## config.mk

```make
export PLATFORM = sky130hd
export DESIGN_NAME = ddr_app_cmd_bridge
export DESIGN_NICKNAME = d
export VERILOG_FILES = /design/src/rtl/ddr_app_cmd_bridge_pkg.sv /design/src/rtl/ddr_app_cmd_bridge_sync_fifo_fwft.sv /design/src/rtl/ddr_app_cmd_bridge.sv
export SDC_FILE = /design/constraint.sdc
export NUM_CORES = 1
export LEC_CHECK = 0
export CAP_MARGIN = 10
export CORE_MARGIN = 2
export CORE_UTILIZATION = 51
export DETAILED_ROUTE_END_ITERATION = 8
export PLACE_DENSITY = 0.91
export SLEW_MARGIN = 15
export SYNTH_ARGS = -nofsm -noshare
export SYNTH_HDL_FRONTEND = slang
export SYNTH_HIERARCHICAL = 1
export SYNTH_SLANG_ARGS = --single-unit
```

## constraint.sdc

```tcl
create_clock -name clk -period 22.7 [get_ports clk]
set_clock_uncertainty 0.15 [all_clocks]
set_input_delay 6.81 -clock clk [delete_from_list [all_inputs] [get_ports clk]]
set_output_delay 6.81 -clock clk [all_outputs]
set_load 0.05 [all_outputs]
```

## src/rtl/ddr_app_cmd_bridge_pkg.sv

```systemverilog
// ddr_app_cmd_bridge_pkg: app-port command codes and credit counter sizing
package ddr_app_cmd_bridge_pkg;
  localparam logic [2:0] DDR_CMD_WRITE = 3'b000;
  localparam logic [2:0] DDR_CMD_READ = 3'b001;
  function automatic int credit_width(input int max_outstanding);
    return $clog2(max_outstanding) + 1;
  endfunction
endpackage

```

## src/rtl/ddr_app_cmd_bridge_sync_fifo_fwft.sv

```systemverilog
// sync_fifo_fwft: first-word-fall-through FIFO; pushes while full are dropped
module sync_fifo_fwft #(
  parameter int WIDTH = 8,
  parameter int DEPTH = 4
) (
  input  logic             clk,
  input  logic             rst,
  input  logic             push,
  input  logic             pop,
  input  logic [WIDTH-1:0] din,
  output logic             full,
  output logic             empty,
  output logic [WIDTH-1:0] dout
);
  localparam int AW = $clog2(DEPTH);
  logic [WIDTH-1:0] mem_q [DEPTH];
  logic [AW:0] wp_q, wp_d, rp_q, rp_d;
  logic do_push, do_pop;
  always_comb begin
    empty = wp_q == rp_q;
    full = (wp_q[AW] != rp_q[AW]) && (wp_q[AW-1:0] == rp_q[AW-1:0]);
    do_push = push & ~full;
    do_pop = pop & ~empty;
    wp_d = wp_q + (AW+1)'(do_push);
    rp_d = rp_q + (AW+1)'(do_pop);
    dout = mem_q[rp_q[AW-1:0]];
  end
  always_ff @(posedge clk) begin
    if (rst) begin
      wp_q <= '0;
      rp_q <= '0;
    end else begin
      wp_q <= wp_d;
      rp_q <= rp_d;
    end
    if (do_push) mem_q[wp_q[AW-1:0]] <= din;
  end
endmodule

```

## src/rtl/ddr_app_cmd_bridge.sv

```systemverilog
// ddr_app_cmd_bridge: ram_cmd to DDR3 app-port bridge with pipelined, credit-limited reads
module ddr_app_cmd_bridge
  import ddr_app_cmd_bridge_pkg::*;
#(
  parameter int DATA_WIDTH      = 128,
  parameter int ADDR_WIDTH      = 32,
  parameter int STRB_WIDTH      = DATA_WIDTH / 8,
  parameter int ID_WIDTH        = 8,
  parameter int APP_ADDR_WIDTH  = 29,
  parameter int ADDR_LSB        = 0,
  parameter int MAX_OUTSTANDING = 4,
  parameter int WR_WAIT_RD      = 1
) (
  input  logic                      clk,
  input  logic                      rst,
  input  logic [ID_WIDTH-1:0]       ram_cmd_id,
  input  logic [ADDR_WIDTH-1:0]     ram_cmd_addr,
  input  logic [DATA_WIDTH-1:0]     ram_cmd_wr_data,
  input  logic [STRB_WIDTH-1:0]     ram_cmd_wr_strb,
  input  logic                      ram_cmd_wr_en,
  input  logic                      ram_cmd_rd_en,
  input  logic                      ram_cmd_last,
  output logic                      ram_cmd_ready,
  output logic [ID_WIDTH-1:0]       ram_rd_resp_id,
  output logic [DATA_WIDTH-1:0]     ram_rd_resp_data,
  output logic                      ram_rd_resp_last,
  output logic                      ram_rd_resp_valid,
  input  logic                      ram_rd_resp_ready,
  input  logic                      init_calib_complete,
  input  logic                      app_cmd_ready,
  output logic                      app_cmd_en,
  output logic [2:0]                app_cmd,
  output logic [APP_ADDR_WIDTH-1:0] app_addr,
  input  logic                      app_wdf_rdy,
  output logic                      app_wdf_wren,
  output logic                      app_wdf_end,
  output logic [DATA_WIDTH-1:0]     app_wdf_data,
  output logic [STRB_WIDTH-1:0]     app_wdf_mask,
  input  logic [DATA_WIDTH-1:0]     app_rd_data,
  input  logic                      app_rd_data_valid,
  output logic                      err_rd_overflow,
  output logic                      err_rd_unexpected
);
  localparam int CW = credit_width(MAX_OUTSTANDING);
  typedef struct packed {
    logic [ID_WIDTH-1:0]       id;
    logic [APP_ADDR_WIDTH-1:0] addr;
    logic [DATA_WIDTH-1:0]     data;
    logic [STRB_WIDTH-1:0]     strb;
    logic                      rd;
    logic                      last;
  } cmd_t;
  cmd_t cmd_q, cmd_d;
  logic cmd_v_q, cmd_v_d, err_ovf_q, err_ovf_d, err_unx_q, err_unx_d;
  logic [CW-1:0] credits_q, credits_d, resp_cnt_q, resp_cnt_d;
  logic issue_rd, issue_wr, issue, accept, rd_push, rsp_pop, unused_addr;
  logic tag_full, tag_empty, resp_full, resp_empty;
  logic [ID_WIDTH:0] tag_dout;
  logic [DATA_WIDTH-1:0] resp_dout;
  always_comb begin
    unused_addr = ^ram_cmd_addr;
    issue_rd = ~rst & cmd_v_q & cmd_q.rd & app_cmd_ready & ~tag_full & (credits_q < CW'(MAX_OUTSTANDING));
    issue_wr = ~rst & cmd_v_q & ~cmd_q.rd & app_cmd_ready & app_wdf_rdy & ((WR_WAIT_RD == 0) | (credits_q == '0));
    issue = issue_rd | issue_wr;
    ram_cmd_ready = ~rst & init_calib_complete & (~cmd_v_q | issue);
    accept = (ram_cmd_wr_en | ram_cmd_rd_en) & ram_cmd_ready;
    cmd_v_d = accept | (cmd_v_q & ~issue);
    cmd_d = accept ? cmd_t'{id: ram_cmd_id, addr: ram_cmd_addr[ADDR_LSB +: APP_ADDR_WIDTH],
                            data: ram_cmd_wr_data, strb: ram_cmd_wr_strb, rd: ram_cmd_rd_en,
                            last: ram_cmd_last} : cmd_q;
    app_cmd_en = issue;
    app_cmd = issue_rd ? DDR_CMD_READ : DDR_CMD_WRITE;
    app_addr = issue ? cmd_q.addr : '0;
    app_wdf_wren = issue_wr;
    app_wdf_end = issue_wr;
    app_wdf_data = issue_wr ? cmd_q.data : '0;
    app_wdf_mask = issue_wr ? ~cmd_q.strb : '0;
    // data is only kept while some issued read still lacks its data
    rd_push = app_rd_data_valid & ~resp_full & (resp_cnt_q != credits_q);
    ram_rd_resp_valid = ~rst & ~resp_empty & ~tag_empty;
    rsp_pop = ram_rd_resp_valid & ram_rd_resp_ready;
    ram_rd_resp_id = ram_rd_resp_valid ? tag_dout[ID_WIDTH:1] : '0;
    ram_rd_resp_last = ram_rd_resp_valid & tag_dout[0];
    ram_rd_resp_data = ram_rd_resp_valid ? resp_dout : '0;
    credits_d = credits_q + CW'(issue_rd) - CW'(rsp_pop);
    resp_cnt_d = resp_cnt_q + CW'(rd_push) - CW'(rsp_pop);
    err_ovf_d = err_ovf_q | (app_rd_data_valid & resp_full);
    err_unx_d = err_unx_q | (app_rd_data_valid & (resp_cnt_q == credits_q));
    err_rd_overflow = err_ovf_q;
    err_rd_unexpected = err_unx_q;
  end
  always_ff @(posedge clk) begin
    if (rst) begin
      cmd_q <= '0;
      cmd_v_q <= 1'b0;
      credits_q <= '0;
      resp_cnt_q <= '0;
      err_ovf_q <= 1'b0;
      err_unx_q <= 1'b0;
    end else begin
      cmd_q <= cmd_d;
      cmd_v_q <= cmd_v_d;
      credits_q <= credits_d;
      resp_cnt_q <= resp_cnt_d;
      err_ovf_q <= err_ovf_d;
      err_unx_q <= err_unx_d;
    end
  end
  sync_fifo_fwft #(.WIDTH(ID_WIDTH + 1), .DEPTH(MAX_OUTSTANDING)) tag_fifo (
    .clk(clk), .rst(rst), .push(issue_rd), .pop(rsp_pop), .din({cmd_q.id, cmd_q.last}),
    .full(tag_full), .empty(tag_empty), .dout(tag_dout)
  );
  sync_fifo_fwft #(.WIDTH(DATA_WIDTH), .DEPTH(MAX_OUTSTANDING)) resp_fifo (
    .clk(clk), .rst(rst), .push(rd_push), .pop(rsp_pop), .din(app_rd_data),
    .full(resp_full), .empty(resp_empty), .dout(resp_dout)
  );
endmodule
```

* Yosys cells after proc, flatten, opt, wreduce, memory -nomap -nowiden *
Memories as Yosys holds them, arrays and structs flattened. A register that Yosys moved wholly into a read port is not among the register bits.
Index checks and enable logic that the tools add are counted.

storage, ports and cells
  register bits after elaboration = 204
  bits in writable memories = 548
  input port bits = 322
  logic and storage cells = 89
  memories kept = 2

operators by class
  add/subtract/negate cells = 8
  $lt $le $gt $ge = 1
  equality and inequality tests = 8
  multiplexer cells = 12
  bitwise operators = 40
  reduce and logical (&&, ||, !) cells = 3

memory list
  name             words  bits a word  read ports  clocked after memory_dff  write ports  line                                     source
  resp_fifo.mem_q  4      128          1           1                         1            ddr_app_cmd_bridge_sync_fifo_fwft.sv:16  logic [WIDTH-1:0] mem_q [DEPTH];
  tag_fifo.mem_q   4      9            1           1                         1            ddr_app_cmd_bridge_sync_fifo_fwft.sv:16

operators by type and width
  cell                count
  $mux 128            2
  $mux 29             1
  $and 1x1->1         25
  $add 3x1->3         6
  $mux 16             1
  $not 16->16         1
  $eq 3x3->1          3
  $mux 8              1
  $not 1->1           8
  $or 1x1->1          6
  $sub 3x1->3         2
  $mux 1              5
  $eq 2x2->1          2
  $mux 2              2
  $logic_not 3->1     1
  $lt 3x3->1 const B  1
  $ne 3x3->1          1
  $logic_and 1x1->1   2
  $ne 1x1->1          2

* Depth between registers and ports, before layout *
  depth in word-level cells = 11
  depth in mapped cells = 15

* Modules after synthesis *
The synthesis kept the hierarchy.

modules (own cells, without submodules)
  module                       instances  cells an instance  area each (um^2)  sequential area each (um^2)
  sync_fifo_fwft at resp_fifo  1          705                18931.9           15494.9
  ddr_app_cmd_bridge           1          1261               9593.0            3843.7
  sync_fifo_fwft at tag_fifo   1          83                 1655.3            1201.2

* Least setup slack after synthesis *
OpenSTA, ideal clock, no wires.

  path kind = input port to flip-flop
  start = input app_rd_data_valid
  end = memory resp_fifo/mem_q[2][0] (netlist name) (enable)
  arrival = 17.088 ns
  slack = 4.618 ns
  stages = 4
  cells stage by stage = or3b_2 > inv_1 > nand2_1 > a311oi_1

on the way
  longest elaborated chain between the ends = 5

RTL lines
  what                          line                                     source
  start, declared               ddr_app_cmd_bridge.sv:40                 input logic app_rd_data_valid,
  $and 1x1->1 (2 in a row)      ddr_app_cmd_bridge.sv:79                 rd_push = app_rd_data_valid & ~resp_full & (resp_cnt_q != credits_q);
  net rd_push                   ddr_app_cmd_bridge.sv:56                 logic issue_rd, issue_wr, issue, accept, rd_push, rsp_pop, unused_addr;
  $and 1x1->1                   ddr_app_cmd_bridge_sync_fifo_fwft.sv:22  do_push = push & ~full;
  $mux 1                        ddr_app_cmd_bridge_sync_fifo_fwft.sv:36  if (do_push) mem_q[wp_q[AW-1:0]] <= din;
  $mux 1 (implied by the code)  ddr_app_cmd_bridge_sync_fifo_fwft.sv:36
  end, declared                 ddr_app_cmd_bridge_sync_fifo_fwft.sv:16

The timed path passes the listed nets, and every way through them passes these cells.

* Final worst setup path *
  start = input app_cmd_ready
  end = output app_wdf_mask[1]

on the way
  longest elaborated chain between the ends = 4

RTL lines
  what                      line                      source
  start, declared           ddr_app_cmd_bridge.sv:30  input logic app_cmd_ready,
  $and 1x1->1 (3 in a row)  ddr_app_cmd_bridge.sv:63  issue_wr = ~rst & cmd_v_q & ~cmd_q.rd & app_cmd_ready & app_wdf_rdy & ((WR_WAIT_RD == 0) | (credits_q == '0));
  $mux 16                   ddr_app_cmd_bridge.sv:77  app_wdf_mask = issue_wr ? ~cmd_q.strb : '0;
  end, declared             ddr_app_cmd_bridge.sv:38  output logic [STRB_WIDTH-1:0] app_wdf_mask,

Every way passes these cells.

==> impl_metrics.ini <==
[timing]
setup_viol = 0
slew_viol_final = 0
max_freq_ghz = 0.05738
setup_tns_ns = 0
period_needed_ns = 17.43
hold_viol_final = 0
timing.slew.headroom = 0.1899
tightest_slew_ns = 1.215
post-route-period-util = 0.7678
rsz0062_at_grt = false

[grt]
grt-ovfl-total = 0
first_global_vias = 21090
grt_first_pass_wirelength_mm = 132.7
antenna_found_initial = 44
grt_max_degree = 131
grt_usage = 0.2931

[final_layout]
fin_nets = 2941
syn_to_final_growth_pct = 31.33
fin_area_sq_um = 39640
drive_above_1_share = 0.1166
stdcell_count = 3486

[floorplanning]
die_w_um = 247.3
start_util = 0.5133
die_h_um = 247.3
core_area_sq_um = 58800
dieArea_sq_um = 61140
rows = 89
ios = 642

[synth]
yosysTopAreaCell = edfxtp_1
synth_cells = 2049
synthArstFlopShare = 0
synthTopCellsByArea = edfxtp_1, dfxtp_1, mux4_2
ys_ff_latch = 752
synth-edff-count = 548
synthFlopType = edfxtp_1
synth_area_sq_um = 30180
synth_top_area_frac = 0.5453
syn_area_per_cell_sq_um = 14.73
yosysUniqueCellTypes = 43
synth_common_cells = edfxtp_1, dfxtp_1, a21oi_1
yosys.cell_count.top_type = edfxtp_1
yosys_warnings = 6
ys_seq_area_frac = 0.6806

[worst_setup_path]
crit_fanout = 129
rr_startpoint = resp_fifo/rp_q[0]
crit_path_start = app_cmd_ready
crit_required_ns = 15.74
crit_type = primary input to output port
worstRegToRegCells = 9
cp-end-kind = output port
startpoint_type = primary input
cp.arrival_ns = 10.47

[route]
routed_via_density = 5.910
drc_errors = 0
first_pass_iters = 8
drt_iter0_drc = 1743
wl_per_cell_um = 26.57
drt-total-wl_mm = 92.61
route.vias.total = 20600
ant_nets = 0

[place]
gp_congestion = 0.9716
io_buffers = 636
hpwl_mm = 57.91
placed_area_sq_um = 36760
placed_cells = 3298

[clock_network]
hold_buffers = 0
clk_latency_ns = 0.63
cts_setup_buffers = 0
cts_root_buf = clkbuf_16
cts_sinks = 752
cts.htree.levels = 3
cts_buffers = 77
cts_resized = 0
path_clk_slew_ns = 0.06
cts_tree = yes
cts.path.max_buffers = 3

[pwr]
cellLeakagePower_nw = 13.43
power.density_nw_per_um2 = 76.40
peakVddDrop_uv = 102.6

[worst_hold_path]
min_path_cells = 2
hp-class = flop to flop
min-delay-start = cmd_q[80]

[status]
status = finished clean

[job]
maxCapViolCount = 0
report_power, final:
group	leakage (nW)	internal (mW)	switching, mW
Sequential	6.59	1.50	0.0124
Clock	1.33	0.795	0.560
Combinational	5.51	0.0745	0.0911
Total	13.4	2.36	0.664
worst max-delay path, cell delays in order:
cell and delay, ns:
clkdlybuf4s50_1 0.47, nand2b_1 0.19, nor3b_2 0.28, buf_4 0.83
nand2_1 0.66, nor2_1 0.36, clkdlybuf4s50_1 0.86
path summary, 6_finish.rpt:
check,end,slack [ns]
min reg2reg,cmd_q[80],0.32
min,cmd_q[80],0.32
max reg2reg,resp_fifo/mem_q[0][4],16.33
max,app_wdf_mask[1],5.27
state kept, by name, summed over array words and instances (netlist names):
| name | flops |
|---|---|
| cmd_v_q | 1 |
| cmd_q | 183 |
| resp_fifo/rp_q | 3 |
| tag_fifo/mem_q | 36 |
| resp_cnt_q | 3 |
| err_rd_overflow | 1 |
| tag_fifo/wp_q | 3 |
| err_rd_unexpected | 1 |
| resp_fifo/mem_q | 512 |
| resp_fifo/wp_q | 3 |
| tag_fifo/rp_q | 3 |
| credits_q | 3 |
layer usage:
| layer | part of all wire | GRT usage | up-vias |
|---|---|---|---|
| met2 | 0.50 | 0.4767 | 1115 |
| met3 | 0.10 | 0.09789 | 234 |
| li1 | - | - | 8947 |
| met4 | 0.056 | 0.1913 | 10 |
| met5 | 0.00075 | 0.004085 | - |
| met1 | 0.34 | 0.3302 | 10300 |
cell usage in the layout (no fill, tap or decap), drive strengths merged, types with 87 or more instances in the layout:
| master | count |
|---|---|
| mux4 | 137 |
| o21ai | 184 |
| clkbuf | 87 |
| dfxtp | 204 |
| a21oi | 187 |
| nand3 | 186 |
| and2 | 167 |
| edfxtp | 548 |
| and3 | 131 |
| clkdlybuf4s50 | 635 |
layout make-up:
| type | instances | area (sq um) |
|---|---|---|
| flip-flops and latches | 752 | 20550 |
| fillers | 3846 | 19160 |
| multi-input cells | 1104 | 8671 |
| repair buffers | 660 | 6568 |
| clock buffers | 87 | 1994 |
| well taps | 773 | 967.2 |
| clock inverters | 55 | 739.5 |
| diodes | 45 | 112.6 |
| inverters | 10 | 37.54 |
logic make-up after synthesis:
group           after synthesis  share of synthesized area
flops                       752                     0.6806
simple gates                545                     0.1035
compound gates              385                    0.06492
buf+inv                     194                    0.03603
mux                         137                     0.1022
xor+xnor                     21                   0.006343
fa+ha+maj                    14                   0.006301
other cells                   1                  0.0001243
per-stage QoR:
stage,worst slack [ns],util,hold WS [ns],total power [mW]
global placement,5.448,0.6251,0.3065,1.690
detailed placement,5.333,0.6251,0.3143,1.697
floorplan,4.618,-,0.2989,1.610
CTS,5.325,0.6716,0.3232,3.043
global route,5.036,0.6738,0.3399,3.110
finish,5.272,0.6741,0.3244,3.028
No activity file was read; power rests on OpenSTA's default activity.
